==> src/rtl/estagio_id_desvio.sv <==
// IF/ID pipeline register with ID-stage hazard detection and branch/jump resolution.
// Drives stall, redirect select and redirect target back to the fetch stage.
module estagio_id_desvio #(
    parameter logic [31:0] NOP        = 32'h0000_0000,
    parameter int          CONT_WIDTH = 16
) (
    input  logic                  clock,
    input  logic                  reset,
    input  logic [31:0]           contador,
    input  logic [31:0]           instrucao,
    input  logic [31:0]           rs_data,
    input  logic [31:0]           rt_data,
    input  logic                  idex_mem_read,
    input  logic                  idex_reg_write,
    input  logic [4:0]            idex_dest,
    input  logic                  exmem_mem_read,
    input  logic [4:0]            exmem_dest,
    output logic                  hazard,
    output logic [1:0]            sel_pc,
    output logic [31:0]           pc_desvio,
    output logic                  bolha,
    output logic [31:0]           ifid_instrucao,
    output logic [31:0]           ifid_contador,
    output logic                  ifid_valido,
    output logic [CONT_WIDTH-1:0] cont_stall,
    output logic [CONT_WIDTH-1:0] cont_flush
);

    localparam logic [5:0] OP_R   = 6'b000000;
    localparam logic [5:0] OP_J   = 6'b000010;
    localparam logic [5:0] OP_JAL = 6'b000011;
    localparam logic [5:0] OP_BEQ = 6'b000100;
    localparam logic [5:0] OP_BNE = 6'b000101;
    localparam logic [5:0] OP_SW  = 6'b101011;
    localparam logic [5:0] FN_JR  = 6'b001000;

    function automatic logic [CONT_WIDTH-1:0] sat_inc(input logic [CONT_WIDTH-1:0] v);
        if (&v) return v;
        return v + 1'b1;
    endfunction

    // dependence on a source register from an EX writer or a MEM load
    function automatic logic dep_ramo(input logic [4:0] r,
                                      input logic       ex_wr,
                                      input logic [4:0] ex_d,
                                      input logic       mem_ld,
                                      input logic [4:0] mem_d);
        return (ex_wr  && ex_d  != 5'd0 && ex_d  == r) ||
               (mem_ld && mem_d != 5'd0 && mem_d == r);
    endfunction

    logic [5:0]         op;
    logic [5:0]         funct;
    logic [4:0]         rs;
    logic [4:0]         rt;
    logic signed [31:0] desloc;
    logic               is_beq, is_bne, is_br, is_jr, is_jmp, uses_rt;
    logic               load_use, ramo_dep, iguais;

    assign op     = ifid_instrucao[31:26];
    assign rs     = ifid_instrucao[25:21];
    assign rt     = ifid_instrucao[20:16];
    assign funct  = ifid_instrucao[5:0];
    assign desloc = 32'(signed'(ifid_instrucao[15:0])) <<< 2;

    assign is_beq  = (op == OP_BEQ);
    assign is_bne  = (op == OP_BNE);
    assign is_br   = is_beq | is_bne;
    assign is_jr   = (op == OP_R) && (funct == FN_JR);
    assign is_jmp  = (op == OP_J) || (op == OP_JAL);
    assign uses_rt = ((op == OP_R) && !is_jr) || is_br || (op == OP_SW);
    assign iguais  = (rs_data == rt_data);

    assign load_use = idex_mem_read && (idex_dest != 5'd0) &&
                      ((idex_dest == rs) || (uses_rt && idex_dest == rt));

    assign ramo_dep = (is_br || is_jr) &&
                      (dep_ramo(rs, idex_reg_write, idex_dest, exmem_mem_read, exmem_dest) ||
                       (is_br && dep_ramo(rt, idex_reg_write, idex_dest, exmem_mem_read, exmem_dest)));

    // ID stage: stall takes priority over any redirect
    always_comb begin
        hazard    = 1'b0;
        sel_pc    = 2'b00;
        pc_desvio = 32'd0;
        if (ifid_valido) begin
            hazard = load_use || ramo_dep;
            if (!hazard) begin
                if ((is_beq && iguais) || (is_bne && !iguais)) begin
                    sel_pc    = 2'b01;
                    pc_desvio = ifid_contador + 32'(desloc);
                end else if (is_jmp) begin
                    sel_pc    = 2'b10;
                    pc_desvio = {ifid_contador[31:28], ifid_instrucao[25:0], 2'b00};
                end else if (is_jr) begin
                    sel_pc    = 2'b11;
                    pc_desvio = rs_data;
                end
            end
        end
    end

    assign bolha = hazard;

    // IF/ID boundary: hold on stall, flush on redirect, otherwise advance
    always_ff @(posedge clock or negedge reset) begin
        if (!reset) begin
            ifid_instrucao <= NOP;
            ifid_contador  <= 32'd0;
            ifid_valido    <= 1'b0;
            cont_stall     <= '0;
            cont_flush     <= '0;
        end else if (hazard) begin
            cont_stall <= sat_inc(cont_stall);
        end else if (sel_pc != 2'b00) begin
            ifid_instrucao <= NOP;
            ifid_contador  <= 32'd0;
            ifid_valido    <= 1'b0;
            cont_flush     <= sat_inc(cont_flush);
        end else begin
            ifid_instrucao <= instrucao;
            ifid_contador  <= contador;
            ifid_valido    <= 1'b1;
        end
    end

endmodule
==> config.mk <==
export PLATFORM = sky130hd
export DESIGN_NAME = estagio_id_desvio
export DESIGN_NICKNAME = d
export VERILOG_FILES = /design/src/rtl/estagio_id_desvio.sv
export SDC_FILE = /design/constraint.sdc
export NUM_CORES = 1
export LEC_CHECK = 0
export CAP_MARGIN = 20
export CORE_UTILIZATION = 30
export DETAILED_ROUTE_END_ITERATION = 10
export SLEW_MARGIN = 25
export SYNTH_ARGS = -nofsm -noshare
export SYNTH_HDL_FRONTEND = slang
export SYNTH_SLANG_ARGS = --single-unit
==> constraint.sdc <==
create_clock -name clock -period 4.5 [get_ports clock]
set_clock_uncertainty 0.05 [all_clocks]
set_input_delay 0.675 -clock clock [delete_from_list [all_inputs] [get_ports clock]]
set_output_delay 0.675 -clock clock [all_outputs]
set_load 0.02 [all_outputs]
* Word level (Yosys, flattened, before mapping)
Cells that the tools add are included.
** Word-level totals
- Register bits after elaboration :: 97
- Bits of input ports :: 143
- Output and inout bits :: 133
- Word-level logic and storage cells :: 79
** Operators by class
- Add/sub/neg operators :: 3
- Eq/ne operators :: 13
- Mux-type cells :: 21
- Bitwise operators :: 2
- Reductions and logical operators :: 35
** Operators by type and width (count)
- $mux W32 :: 7
- $add A16 B1 Y16 const B :: 2
- $add A32 B32 Y32 :: 1
- $eq A32 B32 Y1 :: 1
- $mux W16 :: 2
- $reduce_and A16 Y1 :: 2
- $eq A5 B5 Y1 :: 4
- $logic_and A1 B1 Y1 :: 15
- $eq A6 B2 Y1 const B :: 2
- $eq A6 B3 Y1 const B :: 2
- $logic_or A1 B1 Y1 :: 10
- $mux W2 :: 5
- $reduce_bool A5 Y1 :: 2
- $mux W1 :: 7
- $eq A6 B4 Y1 const B :: 1
- $eq A6 B6 Y1 const B :: 1
- $logic_not A6 Y1 :: 1
- $ne A2 B2 Y1 const B :: 2
- $reduce_and A3 Y1 :: 1
- $logic_not A1 Y1 :: 2
- $reduce_and A2 Y1 :: 1
- $reduce_bool A2 Y1 :: 1
- $not A1 Y1 :: 1
- $or A1 B1 Y1 :: 1

* Depth between registers and ports, before layout
Gate-level depths: netlist (run 1).
- Depth in word-level cells :: 17
- Gate-level depth with buffers :: 11
- Depth with buffers taken out :: 11

* Worst setup path before layout (run 1)
No wires, ideal clock.
- Path type :: register to output
- From :: register ifid_instrucao[15]
- To :: output port pc_desvio[25]
- Arrival :: 2.960 ns
- Data required time :: 3.775 ns
- Path slack :: 0.815 ns
- Cell stages (with the launch flop) :: 11
- Buffers on the path :: 1
- Path through :: dfrtp_1 > ha_1 > clkbuf_1 > a21oi_1 > o21ai_0 > a2111oi_0 > a21oi_1 > a311oi_1 > xnor2_1 > a222oi_1 > nor2_1
** On the way
- Longest elaborated chain between the ends :: 4
** RTL lines
- from (decl) :: RTL line 22 : output logic [31:0] ifid_instrucao,
- from (signal assigned) :: RTL line 121 : ifid_instrucao <= instrucao;
- $add A32 B32 Y32 :: RTL line 91 : pc_desvio = ifid_contador + 32'(desloc);
- $mux W32 :: RTL line 89 : if ((is_beq && iguais) || (is_bne && !iguais)) begin
- $mux W32 :: RTL line 88 : if (!hazard) begin
- $mux W32 :: RTL line 86 : if (ifid_valido) begin
- to (decl) :: RTL line 20 : output logic [31:0] pc_desvio,
Every way passes these cells.

* Worst setup path after layout (run 1)
- From :: input port idex_dest[1]
- To :: output port pc_desvio[18]
** On the way
- Longest elaborated chain between the ends :: 10
- Elaborated cells between the ends (all ways) :: 18
** RTL lines
- from (decl) :: RTL line 15 : input logic [4:0] idex_dest,
- $reduce_bool A5 Y1 :: RTL line 48, 74
- $logic_and A1 B1 Y1 (2 in a row) :: RTL line 48 : return (ex_wr && ex_d != 5'd0 && ex_d == r) ||
- $logic_or A1 B1 Y1 :: RTL line 48
- $logic_and A1 B1 Y1 :: RTL line 79 : (is_br && dep_ramo(rt, idex_reg_write, idex_dest, exmem_mem_read, exmem_dest)));
- $logic_or A1 B1 Y1 :: RTL line 78 : (dep_ramo(rs, idex_reg_write, idex_dest, exmem_mem_read, exmem_dest) ||
- $logic_and A1 B1 Y1 :: RTL line 77 : assign ramo_dep = (is_br || is_jr) &&
- $logic_or A1 B1 Y1 (*) :: RTL line 87 : hazard = load_use || ramo_dep;
- $mux W32 (*) :: RTL line 88
- $mux W32 (*) :: RTL line 86
Mark *: on every way between the ends. The rest lies on a longest branch, timed or not.

==> flow_metrics.tcl, run 1 <==
set metrics [dict create \
    status "finished with violations" \
    violations "DRC" \
    cts.htree.levels 3 \
    regToRegStartpoint "ifid_instrucao[31]$_DFFE_PN0N_" \
    syn_inst 712 \
    clkLatencyLatePin_ns 0.36 \
    switchingPower_mw 1.16 \
    path_delay_family "buffers and inverters" \
    p_int_mw 1.95 \
    maxCapViolations 0 \
    grt.busiest_layer "met2" \
    vias 6935 \
    yosys.area.top_type "dfrtp_1" \
    power.total_mw 3.11 \
    tritoncts "done" \
    ant_nets 0 \
    fin_ws_ns 0.110 \
    grt_pass1_wl_mm 40.4 \
    dp_hpwl_mm 20.6 \
    met3_usage_pct 5.25 \
    gr-usage-met2_pct 36.8 \
    sw_frac_of_total_pct 37.2 \
    crit_path_end_kind "primary output" \
    cp_num_buf_inv 3 \
    min_period_over_period_pct 97.5 \
    dpl_worst_slack_ns -0.00468 \
    ios 276 \
    synthArstFlopShare_pct 100 \
    die_area_um2 23100 \
    avgViaCountPerCell 5.38 \
    nNetsFinal 1177 \
    leakage_nw 4.56 \
    synth_common_cells "dfrtp_1 (97), a22o_1 (64), nor2_1 (54), xnor2_1 (54), xor2_1 (45)" \
    finalHoldViolCount 0 \
    rsz0062_at_grt "false" \
    setup_viol 0 \
    slew_headroom_pct 41.9 \
    placed_cells 1270 \
    cp_max_fo 7 \
    tightest_slew_ns 0.871 \
    syn_area_um2 6750 \
    ys.flop_type "dfrtp_1" \
    rr_worst_depth 9 \
    wl_per_cell_um 20.3 \
    yosysMostFrequentCell "dfrtp_1" \
    synthDistinctLibCells 68 \
    final_layout_size_suffix_gt1_share_pct 8.64 \
    reg2reg_slack_ns 1.07 \
    drv_slew 0 \
    root_buffer "clkbuf_16" \
    area_delta_synth_final_pct 54.1 \
    dieHeight_um 152 \
    row_count 54 \
    crit_path_cell_trace "clkdlybuf4s50_1, or4_1, o21ai_1, nor4_1, a2bb2o_2, o211ai_2, or2_2, buf_4, nor2_1, clkdlybuf4s50_1" \
    synth-seq-area-share_pct 36.0 \
    gp_congestion 0.913 \
    synthTopCellsByArea "dfrtp_1 (36%), a22o_1 (8.3%), xnor2_1 (7.0%), xor2_1 (5.8%), ha_1 (5.7%)" \
    final_cells 1290 \
    p_per_area_nw_per_um2 299 \
    coreArea_um2 22000 \
    synth_edf_count 0 \
    crit_path_frequent_cell "clkdlybuf4s50_1" \
    cts_max_path_buffers 2 \
    hold-worst-slack_ns 0.341 \
    crit_path_start_kind "primary input" \
    grt_overflow_total 0 \
    ys_ff_latch 97 \
    clk_pin_slew_ns 0.08 \
    grt_pass1_vias 6779 \
    worst_ep_required_time_ns 3.77 \
    cts_sinks 97 \
    crit_type "primary input to primary output" \
    max_freq_ghz 0.228 \
    peakVddDrop_uv 209 \
    hp-class "primary input to asynchronous set/reset pin" \
    period_minus_slack_ns 4.39 \
    numCtsBuffers 9 \
    drc 72 \
    power.share.sequential_pct 34.7 \
    routed_wl_mm 26.2 \
    slowest_stage "clkdlybuf4s50_1" \
    met1_usage_pct 29.7 \
    syn_nets 887 \
    pwr-share-clk_pct 25.9 \
    drt_iter0_drc 434 \
    synth_top_cell_area_share_pct 36.0 \
    rr_endpoint "cont_stall[1]$_DFFE_PN0P_" \
    cpPeakStageDelay_ns 0.66 \
    first_pass_iters 8 \
    syn_avg_cell_area_um2 9.48 \
    grt.total_usage_pct 22.8 \
    pwr-share-comb_pct 39.5 \
    synth_warnings 0 \
    io_buffers 275 \
    worst-endpoint-arrival_ns 3.66 \
    grt_max_degree 67 \
    initial_utilization_pct 30.7 \
    die_width_um 152 \
    antenna_found_initial 2 \
]
per-layer routing:
metal | vias up | share of wire (%) | routed length (µm)
met5 | - | 0 | 0
met4 | 0 | 2.8 | 724
met3 | 35 | 7.4 | 1950
met2 | 286 | 46 | 12100
met1 | 3334 | 44 | 11400
li1 | 3280 | - | -
placed cells by master, fill, tap and decap left out, types with 7 or more instances in the layout:
master | synthesis | final
buf_4 | 4 | 43
xnor2_1 | 54 | 54
a22o_1 | 64 | 64
nand3_1 | 30 | 29
nor2_1 | 54 | 53
a22oi_1 | 9 | 9
nand4_1 | 18 | 18
clkdlybuf4s50_1 | 0 | 264
and3_1 | 18 | 18
dfrtp_1 | 97 | 97
a21oi_1 | 38 | 37
nand2_1 | 39 | 39
o21ai_0 | 16 | 13
nor4_1 | 12 | 11
dlymetal6s2s_1 | 0 | 7
xor2_1 | 45 | 45
clkbuf_16 | 0 | 9
ha_1 | 31 | 31
a222oi_1 | 21 | 21
inv_1 | 13 | 13
and2_1 | 7 | 7
nor3_1 | 10 | 10
final cells by class:
cell class | instances | area, µm²
Antenna cell | 3 | 7.51
Clock buffer | 9 | 225
Clock inverter | 7 | 78.8
Fill cell | 2102 | 11600
Inverter | 13 | 48.8
Multi-Input combinational cell | 562 | 4140
Sequential cell | 97 | 2430
Tap cell | 280 | 350
Timing Repair Buffer | 319 | 3130
power by group through the flow:
| stage | combinational, mW | clock (mW) | sequential (mW) |
|---|---|---|---|
| 3_3_place_gp | 1.20 | 0 | 1.09 |
| 6_report | 1.23 | 0.803 | 1.08 |
| 3_5_place_dp | 1.20 | 0 | 1.09 |
| 5_1_grt | 1.33 | 0.860 | 1.09 |
| 4_1_cts | 1.21 | 0.829 | 1.08 |
| 2_1_floorplan | 0.558 | 0 | 1.16 |
per-stage QoR:
step           TNS [ns]  util [%]  cell area [µm²]
6_report              0      47.4            10400
4_1_cts               0      47.0            10300
3_5_place_dp   -0.00468      45.6            10000
2_1_floorplan         0         -             6750
3_3_place_gp          0      45.6            10000
5_1_grt               0      47.4            10400
logic make-up after synthesis:
logic type	after synthesis	synth area share, %
and+or+nand+nor	223	17.3
AOI/OAI and AO/OA	197	22.3
xor gates and xnor gates	99	12.8
DFF	97	36.0
buffers and inverters	53	3.73
adders and majority gates	32	6.04
muxes	11	1.83
state kept, by name, summed over array words and instances (netlist names):
register        cells
cont_flush         16
cont_stall         16
ifid_contador      32
ifid_instrucao     32
ifid_valido         1
how the worst max path moves through the flow:
stage / cells past startpoint / to / from / slack, ns
after floorplan: 10 / pc_desvio[25] / ifid_instrucao[15]$_DFFE_PN0N_ / 0.81
after global placement: 10 / pc_desvio[8] / rs_data[22] / 0.03
after detailed placement: 10 / pc_desvio[31] / idex_dest[1] / -0.005
after CTS: 12 / pc_desvio[20] / ifid_contador[2]$_DFFE_PN0N_ / 0.002
after global routing: 11 / pc_desvio[11] / rt_data[30] / 0.002
final: 10 / pc_desvio[18] / idex_dest[1] / 0.11
repair_timing:
action / in CTS / in global routing
hold buffers: 0 / 0
endpoints found under the setup margin: 7 / 32
pin swaps: 0 / 1
gates resized for setup: 5 / 19
setup buffers: 0 / 1
Power figures use the tool's default switching activity.
==> run 2, diff against run 1 <==
--- a/config.mk
+++ b/config.mk
@@ -8,6 +8,7 @@
 export CAP_MARGIN = 20
 export CORE_UTILIZATION = 30
 export DETAILED_ROUTE_END_ITERATION = 10
+export HOLD_SLACK_MARGIN = 0.03
 export SLEW_MARGIN = 25
 export SYNTH_ARGS = -nofsm -noshare
 export SYNTH_HDL_FRONTEND = slang
==> results of run 2 <==
The final DEF is identical to that of run 1; final timing and power are the same.
